$ cat src/rtl/booth_radix2_sequencer.sv
// booth_radix2_sequencer: iterative radix-2 Booth multiplier driving an external ones-complement stage
module booth_radix2_sequencer #(
  parameter int WIDTH = 64
) (
  input  logic               clk,
  input  logic               rst,
  input  logic               start_i,
  input  logic [WIDTH-1:0]   multiplicand_i,
  input  logic [WIDTH-1:0]   multiplier_i,
  output logic               busy_o,
  output logic               done_o,
  output logic [2*WIDTH-1:0] product_o,
  output logic [WIDTH-1:0]   oc_in_o,
  output logic               oc_cin_o,
  input  logic [WIDTH-1:0]   oc_out_i
);
  localparam int CW = $clog2(WIDTH) + 1;
  typedef enum logic [1:0] {IDLE, RUN, DONE} state_t;
  state_t             state_q;
  logic [WIDTH-1:0]   m_q, q_q, q_d;
  logic [WIDTH:0]     a_q, a_d, a_sum, addend;
  logic               q1_q, busy_q, done_q;
  logic [CW-1:0]      cnt_q;
  logic [2*WIDTH-1:0] product_q;
  logic               add_op;
  assign oc_cin_o  = (state_q == RUN) & q_q[0] & ~q1_q;
  assign oc_in_o   = m_q;
  assign busy_o    = busy_q;
  assign done_o    = done_q;
  assign product_o = product_q;
  // the complementer returns ~M when subtracting; the carry-in completes the negation
  always_comb begin
    add_op = q_q[0] ^ q1_q;
    addend = add_op ? {oc_out_i[WIDTH-1], oc_out_i} : '0;
    a_sum  = a_q + addend + {{WIDTH{1'b0}}, oc_cin_o};
    a_d    = {a_sum[WIDTH], a_sum[WIDTH:1]};
    q_d    = {a_sum[0], q_q[WIDTH-1:1]};
  end
  always_ff @(posedge clk) begin
    if (rst) begin
      state_q   <= IDLE;
      m_q       <= '0;
      a_q       <= '0;
      q_q       <= '0;
      q1_q      <= 1'b0;
      cnt_q     <= '0;
      busy_q    <= 1'b0;
      done_q    <= 1'b0;
      product_q <= '0;
    end else begin
      case (state_q)
        IDLE: begin
          done_q <= 1'b0;
          if (start_i) begin
            m_q     <= multiplicand_i;
            q_q     <= multiplier_i;
            a_q     <= '0;
            q1_q    <= 1'b0;
            cnt_q   <= CW'(WIDTH);
            busy_q  <= 1'b1;
            state_q <= RUN;
          end
        end
        RUN: begin
          a_q   <= a_d;
          q_q   <= q_d;
          q1_q  <= q_q[0];
          cnt_q <= cnt_q - 1'b1;
          if (cnt_q == CW'(1)) begin
            product_q <= {a_d[WIDTH-1:0], q_d};
            busy_q    <= 1'b0;
            done_q    <= 1'b1;
            state_q   <= DONE;
          end
        end
        DONE: begin
          done_q  <= 1'b0;
          state_q <= IDLE;
        end
        default: state_q <= IDLE;
      endcase
    end
  end
endmodule

$ cat config.mk
export PLATFORM = sky130hd
export DESIGN_NAME = booth_radix2_sequencer
export DESIGN_NICKNAME = d
export VERILOG_FILES = /design/src/rtl/booth_radix2_sequencer.sv
export SDC_FILE = /design/constraint.sdc
export NUM_CORES = 1
export LEC_CHECK = 0
export CAP_MARGIN = 5
export CORE_UTILIZATION = 30
export CTS_CLUSTER_DIAMETER = 200
export DETAILED_ROUTE_END_ITERATION = 10
export MAX_ROUTING_LAYER = met4
export SLEW_MARGIN = 20
export SYNTH_ARGS = -nofsm -noshare
export SYNTH_HDL_FRONTEND = slang
export SYNTH_SLANG_ARGS = --single-unit
$ cat constraint.sdc
create_clock -name clk -period 4.35 [get_ports clk]
set_input_delay 0.435 -clock clk [delete_from_list [all_inputs] [get_ports clk]]
set_output_delay 0.435 -clock clk [all_outputs]
set_load 0.1 [all_outputs]
* Word-level counts from Yosys, hierarchy flattened
Cells that the tools add are included.
** Storage, ports and cells
- Register bits :: 333
- Bits of input ports :: 195
- Output and inout port bits :: 195
- Logic and storage cells :: 48
** Cells by class
- Muxes and demuxes :: 17
- Add/subtract/negate cells :: 3
- Reduce and logical (&&, ||, !) cells :: 10
- Bitwise logic cells :: 4
- Equal/unequal tests :: 5
** Operators with widths (number)
- 65-bit 2-to-1 mux :: 2
- 65-bit case mux with 2 select lines :: 1
- 64-bit case mux with 2 select lines :: 1
- 65-bit by 1-bit adder with 65-bit output :: 1
- 65-bit adder :: 1
- 64-bit 2-to-1 mux :: 1
- 7-bit case mux with 2 select lines :: 1
- 2-bit AND reduction :: 5
- 7-bit by 1-bit equality test with 1-bit output, second input constant :: 1
- 7-bit 2-to-1 mux :: 1
- 7-bit by 1-bit subtractor with 7-bit output, second input constant :: 1
- 1-bit case mux with 2 select lines :: 3
- 1-bit 2-to-1 mux :: 4
- 2-bit 2-to-1 mux :: 2
- 2-bit case mux with 2 select lines :: 1
- 2-bit nonzero test :: 2
- 3-bit AND reduction :: 1
- 1-bit bitwise AND :: 2
- 2-bit by 1-bit equality test with 1-bit output, second input constant :: 1
- 2-bit equality test, second input constant :: 1
- 2-bit zero test :: 1
- 2-bit by 1-bit != test with 1-bit output, second input constant :: 1
- 2-bit != test, second input constant :: 1
- 2-bit OR reduction :: 1
- other kinds (2) :: 2

* Longest topological paths before layout
Gate-level depths: netlist (run 1).
- Word-level depth :: 5
- Depth in mapped cells :: 16
- Depth with buffers taken out :: 14

* Worst setup path after synthesis (run 1)
OpenSTA, ideal clock, no wires.
- Path type :: reg2reg
- From :: register state_q[1]
- To :: register product_q[113] (netlist: product_o[113])
- Data required time :: 4.286 ns
- Path slack :: -1.835 ns
- Arrival time :: 6.120 ns
- Stages on the path, launching flop included :: 17
- Buffers on the path :: 2
- Clock period less this slack :: 6.185 ns
- Setup time :: 0.064 ns
- Cells stage by stage :: dfxtp_1 nand2b_1 clkbuf_1 buf_1 nor3b_1 fa_1 fa_1 a21oi_1 o211ai_1 nand2_1 o311ai_2 a221o_1 a2111oi_4 o31ai_1 a21boi_1 or4_1 nand3_1
** Between the ends
- Longest elaborated chain between the ends :: 4
- Elaborated cells on any way between the ends :: 5
- Classes of those cells :: 1 x add/sub; 1 x eq/ne; 2 x bitwise; 1 x reduce/logical
** Ends and longest elaborated chain
- start: declaration :: line 19 : state_t state_q;
- start signal: assignment :: line 41 : state_q <= IDLE;
- start signal: assignment :: line 61 : state_q <= RUN;
- start signal: assignment :: line 73 : state_q <= DONE;
- 2-bit by 1-bit equality test with 1-bit output :: line 26 : assign oc_cin_o = (state_q == RUN) & q_q[0] & ~q1_q;
- 1-bit bitwise AND (2 in a row) :: line 26
- via oc_cin_o :: line 14 : output logic oc_cin_o,
- 65-bit by 1-bit adder with 65-bit output :: line 35 : a_sum = a_q + addend + {{WIDTH{1'b0}}, oc_cin_o};
- end signal: assignment :: line 70 : product_q <= {a_d[WIDTH-1:0], q_d};
- end: declaration :: line 24 : logic [2*WIDTH-1:0] product_q;
The timed path passes the listed nets, and every way through them passes these cells.
A chain may end at the register's enable or synchronous reset.

* Worst setup path after layout (run 1)
- From :: register q1_q
- To :: register a_q[49]
** Between the ends
- Longest elaborated chain between the ends :: 5
- Elaborated cells on any way between the ends :: 7
- Classes of those cells :: 2 x add/sub; 2 x mux; 3 x bitwise
** Ends and longest elaborated chain
- start: declaration :: line 22 : logic q1_q, busy_q, done_q;
- start signal: assignment :: line 67 : q1_q <= q_q[0];
- 1-bit bitwise XOR :: line 33 : add_op = q_q[0] ^ q1_q;
- 65-bit 2-to-1 mux :: line 34 : addend = add_op ? {oc_out_i[WIDTH-1], oc_out_i} : '0;
- 65-bit adder :: line 35
- 65-bit by 1-bit adder with 65-bit output (*) :: line 35
- 65-bit case mux with 2 select lines (*) :: line 51 : case (state_q)
- end signal: assignment :: line 43 : a_q <= '0;
- end signal: assignment :: line 57 : a_q <= '0;
- end signal: assignment :: line 65 : a_q <= a_d;
- end: declaration :: line 21 : logic [WIDTH:0] a_q, a_d, a_sum, addend;
Mark *: on every way between the ends. The rest lies on a longest branch, timed or not.

==> results of run 1 <==
-- layer usage --
| layer | global-route usage | vias to the layer above |
|---|---|---|
| li1 | - | 7741 |
| met1 | 0.242 | 7465 |
| met2 | 0.341 | 462 |
| met3 | 0.0526 | 78 |
| met4 | 0.0560 | 0 |
| met5 | - | - |
-- power by group through the flow --
stage          combinational, uW  clock, uW  sequential, uW
3_5_place_dp                1310          0            3300
2_1_floorplan                519          0            3610
3_3_place_gp                1300          0            3290
5_1_grt                     1400       3560            3250
6_report                    1310       3360            3230
4_1_cts                     1320       3450            3230
-- cell type report --
class,count,area share
multi-input cells,1548,0.404
flip-flops and latches,332,0.303
repair buffers,416,0.189
clock buffers,54,0.0512
well taps,688,0.0393
clock inverters,15,0.00823
inverters,24,0.00411
diodes,3,0.000343
-- worst paths after layout --
kind / endpoint / slack [ns] / depth (start not counted)
hold reg to reg: product_o[55]$_SDFFE_PP0P_ / 0.45 / 2
setup / recovery: a_q[49]$_SDFFE_PP0P_ / 0.28 / 15
setup reg to reg: a_q[49]$_SDFFE_PP0P_ / 0.28 / 15
hold / removal: oc_in_o[5]$_SDFFE_PP0P_ / 0.39 / 2
-- what timing repair did --
item / CTS / global route
gates resized for setup: 0 / 6
buffers inserted: 0 / 0
endpoints found under the setup margin: 0 / 11
-- state kept, by name, indices dropped and copies added, names as in the netlist --
register,flops
product_o,128
state_q,2
q_q,64
cnt_q,7
oc_in_o,64
done_o,1
q1_q,1
busy_o,1
a_q,64
-- worst max-delay path, stage by stage, from the launching register on --
cell and delay [ns]:
dfxtp_1 0.49, xor2_4 0.20, buf_12 0.27, and2_1 0.23
ha_1 0.26, a21o_1 0.18, a31oi_1 0.19, o22ai_1 0.10
or3_1 0.34, a221o_1 0.44, a2111oi_4 0.45, buf_4 0.21
o31ai_2 0.08, a21boi_1 0.25, xor2_1 0.17, o21ai_1 0.07
-- metrics by stage --
step | hold WS (ns) | setup slack [ns] | total power (uW)
2_1_floorplan | 0.432 | 0.0199 | 4130
3_3_place_gp | 0.441 | 0.170 | 4590
3_5_place_dp | 0.446 | 0.193 | 4610
4_1_cts | 0.390 | 0.168 | 8000
5_1_grt | 0.409 | 0.0203 | 8210
6_report | 0.389 | 0.280 | 7900
-- Yosys cell counts, types with 3 or more instances --
cell | n | area [um2]
nand2_1 | 510 | 1910
a21oi_1 | 358 | 1790
dfxtp_1 | 332 | 6650
clkbuf_1 | 141 | 529
and2_1 | 70 | 438
ha_1 | 65 | 813
a22oi_1 | 64 | 480
o21ai_0 | 51 | 255
nand3_1 | 49 | 245
nor2_1 | 49 | 184
xnor2_1 | 42 | 368
a21o_1 | 41 | 308
nand4_1 | 26 | 163
inv_1 | 24 | 90.1
a22o_1 | 23 | 201
xor2_1 | 21 | 184
o21bai_1 | 19 | 143
nor3_1 | 17 | 85.1
a211oi_1 | 11 | 82.6
and3_1 | 11 | 68.8
nor2b_1 | 11 | 68.8
a31oi_1 | 10 | 62.6
o31ai_1 | 10 | 75.1
nand2b_1 | 9 | 56.3
or3_1 | 8 | 50.1
or4_1 | 6 | 45.0
buf_1 | 5 | 18.8
o21a_1 | 5 | 37.5
buf_2 | 4 | 20.0
nor4_1 | 4 | 25.0
o22ai_1 | 4 | 25.0
a221o_1 | 3 | 30.0
and4_1 | 3 | 26.3
o211ai_1 | 3 | 22.5
o311ai_0 | 3 | 26.3
-- logic make-up (layout without fill, tap and decap cells) --
kind of cell               Yosys count  after routing  share of synthesized area
DFF                                332            332                      0.414
adders and majority gates           67             67                     0.0532
xor gates and xnor gates            63             63                     0.0344
buffers and inverters              175            509                     0.0417
AOI/OAI and AO/OA                  631            631                      0.238
other                                0              3                          0
muxes                                1              1                   0.000624
and+or+nand+nor                    786            786                      0.218
==> impl_metrics.tcl, run 1 <==
set metrics [dict create \
    maxUsedRoutingLayer "met4" \
    start_kind "register" \
    initial_core_util 0.305 \
    grt_setup_unrepaired "no" \
    syn-cell-area_mm2 0.0160 \
    fp-row-count 84 \
    slew_headroom 0.256 \
    gp_congestion 0.955 \
    dieArea_mm2 0.0544 \
    cts_tree "done" \
    multi_input_area_mm2 0.00885 \
    yosysUniqueCellTypes 68 \
    nFillCells 5284 \
    crit_fanout 63 \
    fp.dieW_um 233 \
    grt_antenna_before_repair 3 \
    synthArstFlopShare 0 \
    reg2reg_from "q1_q$_SDFFE_PP0P_" \
    ir_drop_mv 0.265 \
    syn_inst 2055 \
    drt-total-wl_mm 55.1 \
    arrival_ns 4.49 \
    clock_latency_ns 0.56 \
    endpoint_kind "register" \
    layout_common_cells "nand2_1, clkdlybuf4s50_1, a21oi_1" \
    detail-route-antenna-nets 0 \
    max_slew.worst_pin.slew_ns 1.11 \
    ys.flop_type "dfxtp_1" \
    drive_above_1_share 0.0515 \
    setup_tns_ns 0 \
    synth_seq_area_share 0.414 \
    critPathKind "reg2reg" \
    overflow 0 \
    power_density_mw_per_mm2 361 \
    crit_start "q1_q$_SDFFE_PP0P_" \
    ys_warn_count 0 \
    drcViolationCount 0 \
    port_buffers 389 \
    final_nets 2623 \
    avgRoutedWirePerCell_um 17.9 \
    hpwl_mm 38.3 \
    worstPathRequired_ns 4.77 \
    clk_pin_slew_ns 0.06 \
    final_common_cell "nand2_1" \
    postCtsHoldBufs 0 \
    route.met3.wl_mm 3.87 \
    post-route-util 0.416 \
    boundaryPins 390 \
    skew_ns 0.0175 \
    setup_viol 0 \
    combPwrFrac 0.165 \
    finalMaxSlewViolations 0 \
    clock.fmax_mhz 246 \
    power.net_switching_uw 2310 \
    cts.sinks 332 \
    synth-edff-count 0 \
    hold_viol 0 \
    avgViaCountPerCell 5.11 \
    min_from "rst" \
    min_period_ns 4.07 \
    grt_pass1_wl_mm 86.0 \
    h-tree-depth 2 \
    placed_cells 3008 \
    met2RoutedLength_mm 26.9 \
    clockBufferDepth 3 \
    placed_cell_area_mm2 0.0206 \
    grt_max_degree 166 \
    swShare 0.293 \
    fin_crit_sh 0.936 \
    syn_nets 2317 \
    drt_iter0_drc 1083 \
    seq_power_share 0.409 \
    cts_buffers 39 \
    avgSynthCellArea_um2 7.81 \
    cts_root_buf "clkbuf_16" \
    grt.total_usage 0.204 \
    die_h_um 233 \
    design_area_mm2 0.0219 \
    hold_path_class "in2reg" \
    p_leak_uw 0.00817 \
    core_mm2 0.0527 \
    grt_pass1_vias 15600 \
    p_clk_frac 0.425 \
    maxCapViolations 0 \
    status "completed" \
    p_int_uw 5590 \
    wl_met1_mm 23.1 \
    area_delta_synth_final_pct 36.5 \
    vias 15700 \
    ys_ff_latch 332 \
    regArea_mm2 0.00665 \
    dr.pass1.iters 5 \
    fin_cells 3080 \
]
Power figures use the tool's default switching activity.
==> run 2, diff against run 1 <==
--- a/config.mk
+++ b/config.mk
@@ -5,6 +5,7 @@
 export SDC_FILE = /design/constraint.sdc
 export NUM_CORES = 1
 export LEC_CHECK = 0
+export ABC_AREA = 1
 export CAP_MARGIN = 5
 export CORE_UTILIZATION = 30
 export CTS_CLUSTER_DIAMETER = 200
==> impl_metrics.tcl, run 2 <==
set metrics [dict create \
    status "completed" \
    layout_common_cells "nand2_1, inv_1, nor2_1" \
    fin_crit_sh 0.761 \
    port_buffers 389 \
    hpwl_mm 51.2 \
    avgSynthCellArea_um2 6.12 \
    synth_top_area_frac 0.357 \
    postCtsHoldBufs 0 \
    worstPathRequired_ns 4.82 \
    fp-row-count 90 \
    detail-route-antenna-nets 0 \
    r2r_slack_ns 1.04 \
    boundaryPins 390 \
    avgViaCountPerCell 4.56 \
    timing.rr.end "product_o[125]$_SDFFE_PP0P_" \
    cts_resized 0 \
    min_from "rst" \
    clock.fmax_mhz 302 \
    reg2reg_from "q1_q$_SDFFE_PP0P_" \
    syn_nets 3303 \
    largest_reg_flops 128 \
    yosysTopAreaCell "dfxtp_1" \
    drive_above_1_share 0.0378 \
    clockBufferDepth 3 \
    vias 19100 \
    max_stage_delay_ns 0.46 \
    final_common_cell "nand2_1" \
    rr_worst_depth 19 \
    syn-cell-area_mm2 0.0186 \
    syn_inst 3041 \
    holdPathEnd "busy_o$_SDFFE_PP0P_" \
    crit_chain "xnor2_2, buf_4, nor2_1, fa_1, fa_1, inv_1, nor2_1, nand2_1, nand3_1, nand2_1, nand2_1, nand2_1, nand2_1, nand2_1, nand3_1, nand2_1, nand2_1, nand2_1, inv_1" \
    initial_core_util 0.306 \
    final_nets 3637 \
    post-cts-setup-buffer-count 0 \
    drcViolationCount 0 \
    synth_common_cells "nand2_1, inv_1, nor2_1" \
    fp.dieW_um 251 \
    yosysUniqueCellTypes 36 \
    worst_path_most_repeated_cell "nand2_1" \
    setup_tns_ns 0 \
    skew_ns 0.0267 \
    avgRoutedWirePerCell_um 16.3 \
    slew_headroom 0.241 \
    critPathKind "reg2reg" \
    grt.total_usage 0.220 \
    overflow 0 \
    synth_most_common_cell "nand2_1" \
    dr.pass1.iters 6 \
    p_leak_uw 0.0121 \
    area_delta_synth_final_pct 32.7 \
    gp_congestion 0.979 \
    finalMaxSlewViolations 0 \
    ir_drop_mv 0.304 \
    start_kind "register" \
    ys.flop_type "dfxtp_1" \
    core_mm2 0.0608 \
    endpoint_kind "register" \
    synth_seq_area_share 0.357 \
    synth-edff-count 0 \
    nFillCells 6583 \
    post-route-util 0.406 \
    hold_depth 2 \
    ys_warn_count 0 \
    dieArea_mm2 0.0630 \
    clock_latency_ns 0.59 \
    h-tree-depth 2 \
    grt_max_degree 145 \
    hold_path_class "in2reg" \
    min_period_ns 3.31 \
    grt_pass1_wl_mm 106 \
    cts_buffers 43 \
    grt_pass1_vias 18400 \
    die_h_um 251 \
    ys_ff_latch 332 \
    cts_root_buf "clkbuf_16" \
    setup_viol 0 \
    multi_input_area_mm2 0.00953 \
    grt_setup_unrepaired "no" \
    arrival_ns 3.79 \
    clk_pin_slew_ns 0.06 \
    synthTopCellsByArea "dfxtp_1, nand2_1, inv_1" \
    grt_antenna_before_repair 6 \
    slowest_stage "fa_1" \
    drt_iter0_drc 1274 \
    power_density_mw_per_mm2 355 \
    drt-total-wl_mm 68.4 \
    max_slew.worst_pin.slew_ns 1.13 \
    crit_fanout 39 \
    cts.sinks 332 \
    regArea_mm2 0.00665 \
    hold_viol 0 \
    synthArstFlopShare 0 \
    cts_tree "done" \
    maxCapViolations 0 \
]
-- run 2: cell types whose count changed after synthesis, moves of 64 or more --
cell      before  now
a21oi_1      358  112
a22oi_1       64    0
and2_1        70    0
clkbuf_1     141   66
inv_1         24  515
nand2_1      510  973
nand3_1       49  139
nor2_1        49  472
-- run 2: logic make-up after synthesis --
logic type / synth area share
AOI/OAI and AO/OA: 0.0997
xor gates and xnor gates: 0.0146
adders and majority gates: 0.0459
buffers and inverters: 0.131
DFF: 0.357
and+or+nand+nor: 0.351
-- run 2: where the power goes --
part	switching, uW	leakage [uW]	internal [uW]
sequential	94.6	0.00270	3190
combinational	1210	0.00864	508
clock	1500	0.000723	2250
-- run 2: critical path, delay by kind of cell, from the launching register on --
kind | cells | cell delay [ns]
simple gates | 13 | 1.28
fa+ha+maj | 2 | 0.91
buf+inv | 3 | 0.48
flops | 1 | 0.39
xor+xnor | 1 | 0.14
-- run 2: final cells by class --
type	instances	area share
well taps	782	0.0396
clock inverters	19	0.0112
flip-flops and latches	332	0.269
repair buffers	406	0.164
clock buffers	60	0.0498
inverters	521	0.0795
multi-input cells	2071	0.386
diodes	7	0.000710
-- run 2: metal layers --
layer,track usage,up-vias,part of all wire
met1,0.273,8633,0.44
met2,0.360,450,0.47
li1,-,9961,-
met3,0.0474,81,0.066
met5,-,-,0
met4,0.0587,0,0.022
-- run 2: worst max path at each step --
stage / startpoint / to / slack, ns
2_1_floorplan: state_q[0]$_SDFFE_PP0P_ / product_o[125]$_SDFFE_PP0P_ / 0.38
3_3_place_gp: q1_q$_SDFFE_PP0P_ / product_o[125]$_SDFFE_PP0P_ / 1.09
3_5_place_dp: q1_q$_SDFFE_PP0P_ / product_o[125]$_SDFFE_PP0P_ / 1.06
4_1_cts: q_q[0]$_SDFFE_PP0P_ / product_o[125]$_SDFFE_PP0P_ / 1.03
5_1_grt: q1_q$_SDFFE_PP0P_ / a_q[45]$_SDFFE_PP0P_ / 0.73
6_report: q1_q$_SDFFE_PP0P_ / product_o[125]$_SDFFE_PP0P_ / 1.04
-- run 2: through the flow --
step / area [um2] / hold WS (ns) / cells / power, uW / worst slack [ns]
after floorplan: 18600 / 0.437 / 3041 / 4500 / 0.376
after global placement: 23200 / 0.450 / 4112 / 5080 / 1.09
after detailed placement: 23200 / 0.454 / 4112 / 5080 / 1.06
after CTS: 24700 / 0.253 / 4191 / 8880 / 1.03
after global routing: 24700 / 0.270 / 4197 / 9110 / 0.735
final: 24700 / 0.258 / 4198 / 8760 / 1.04
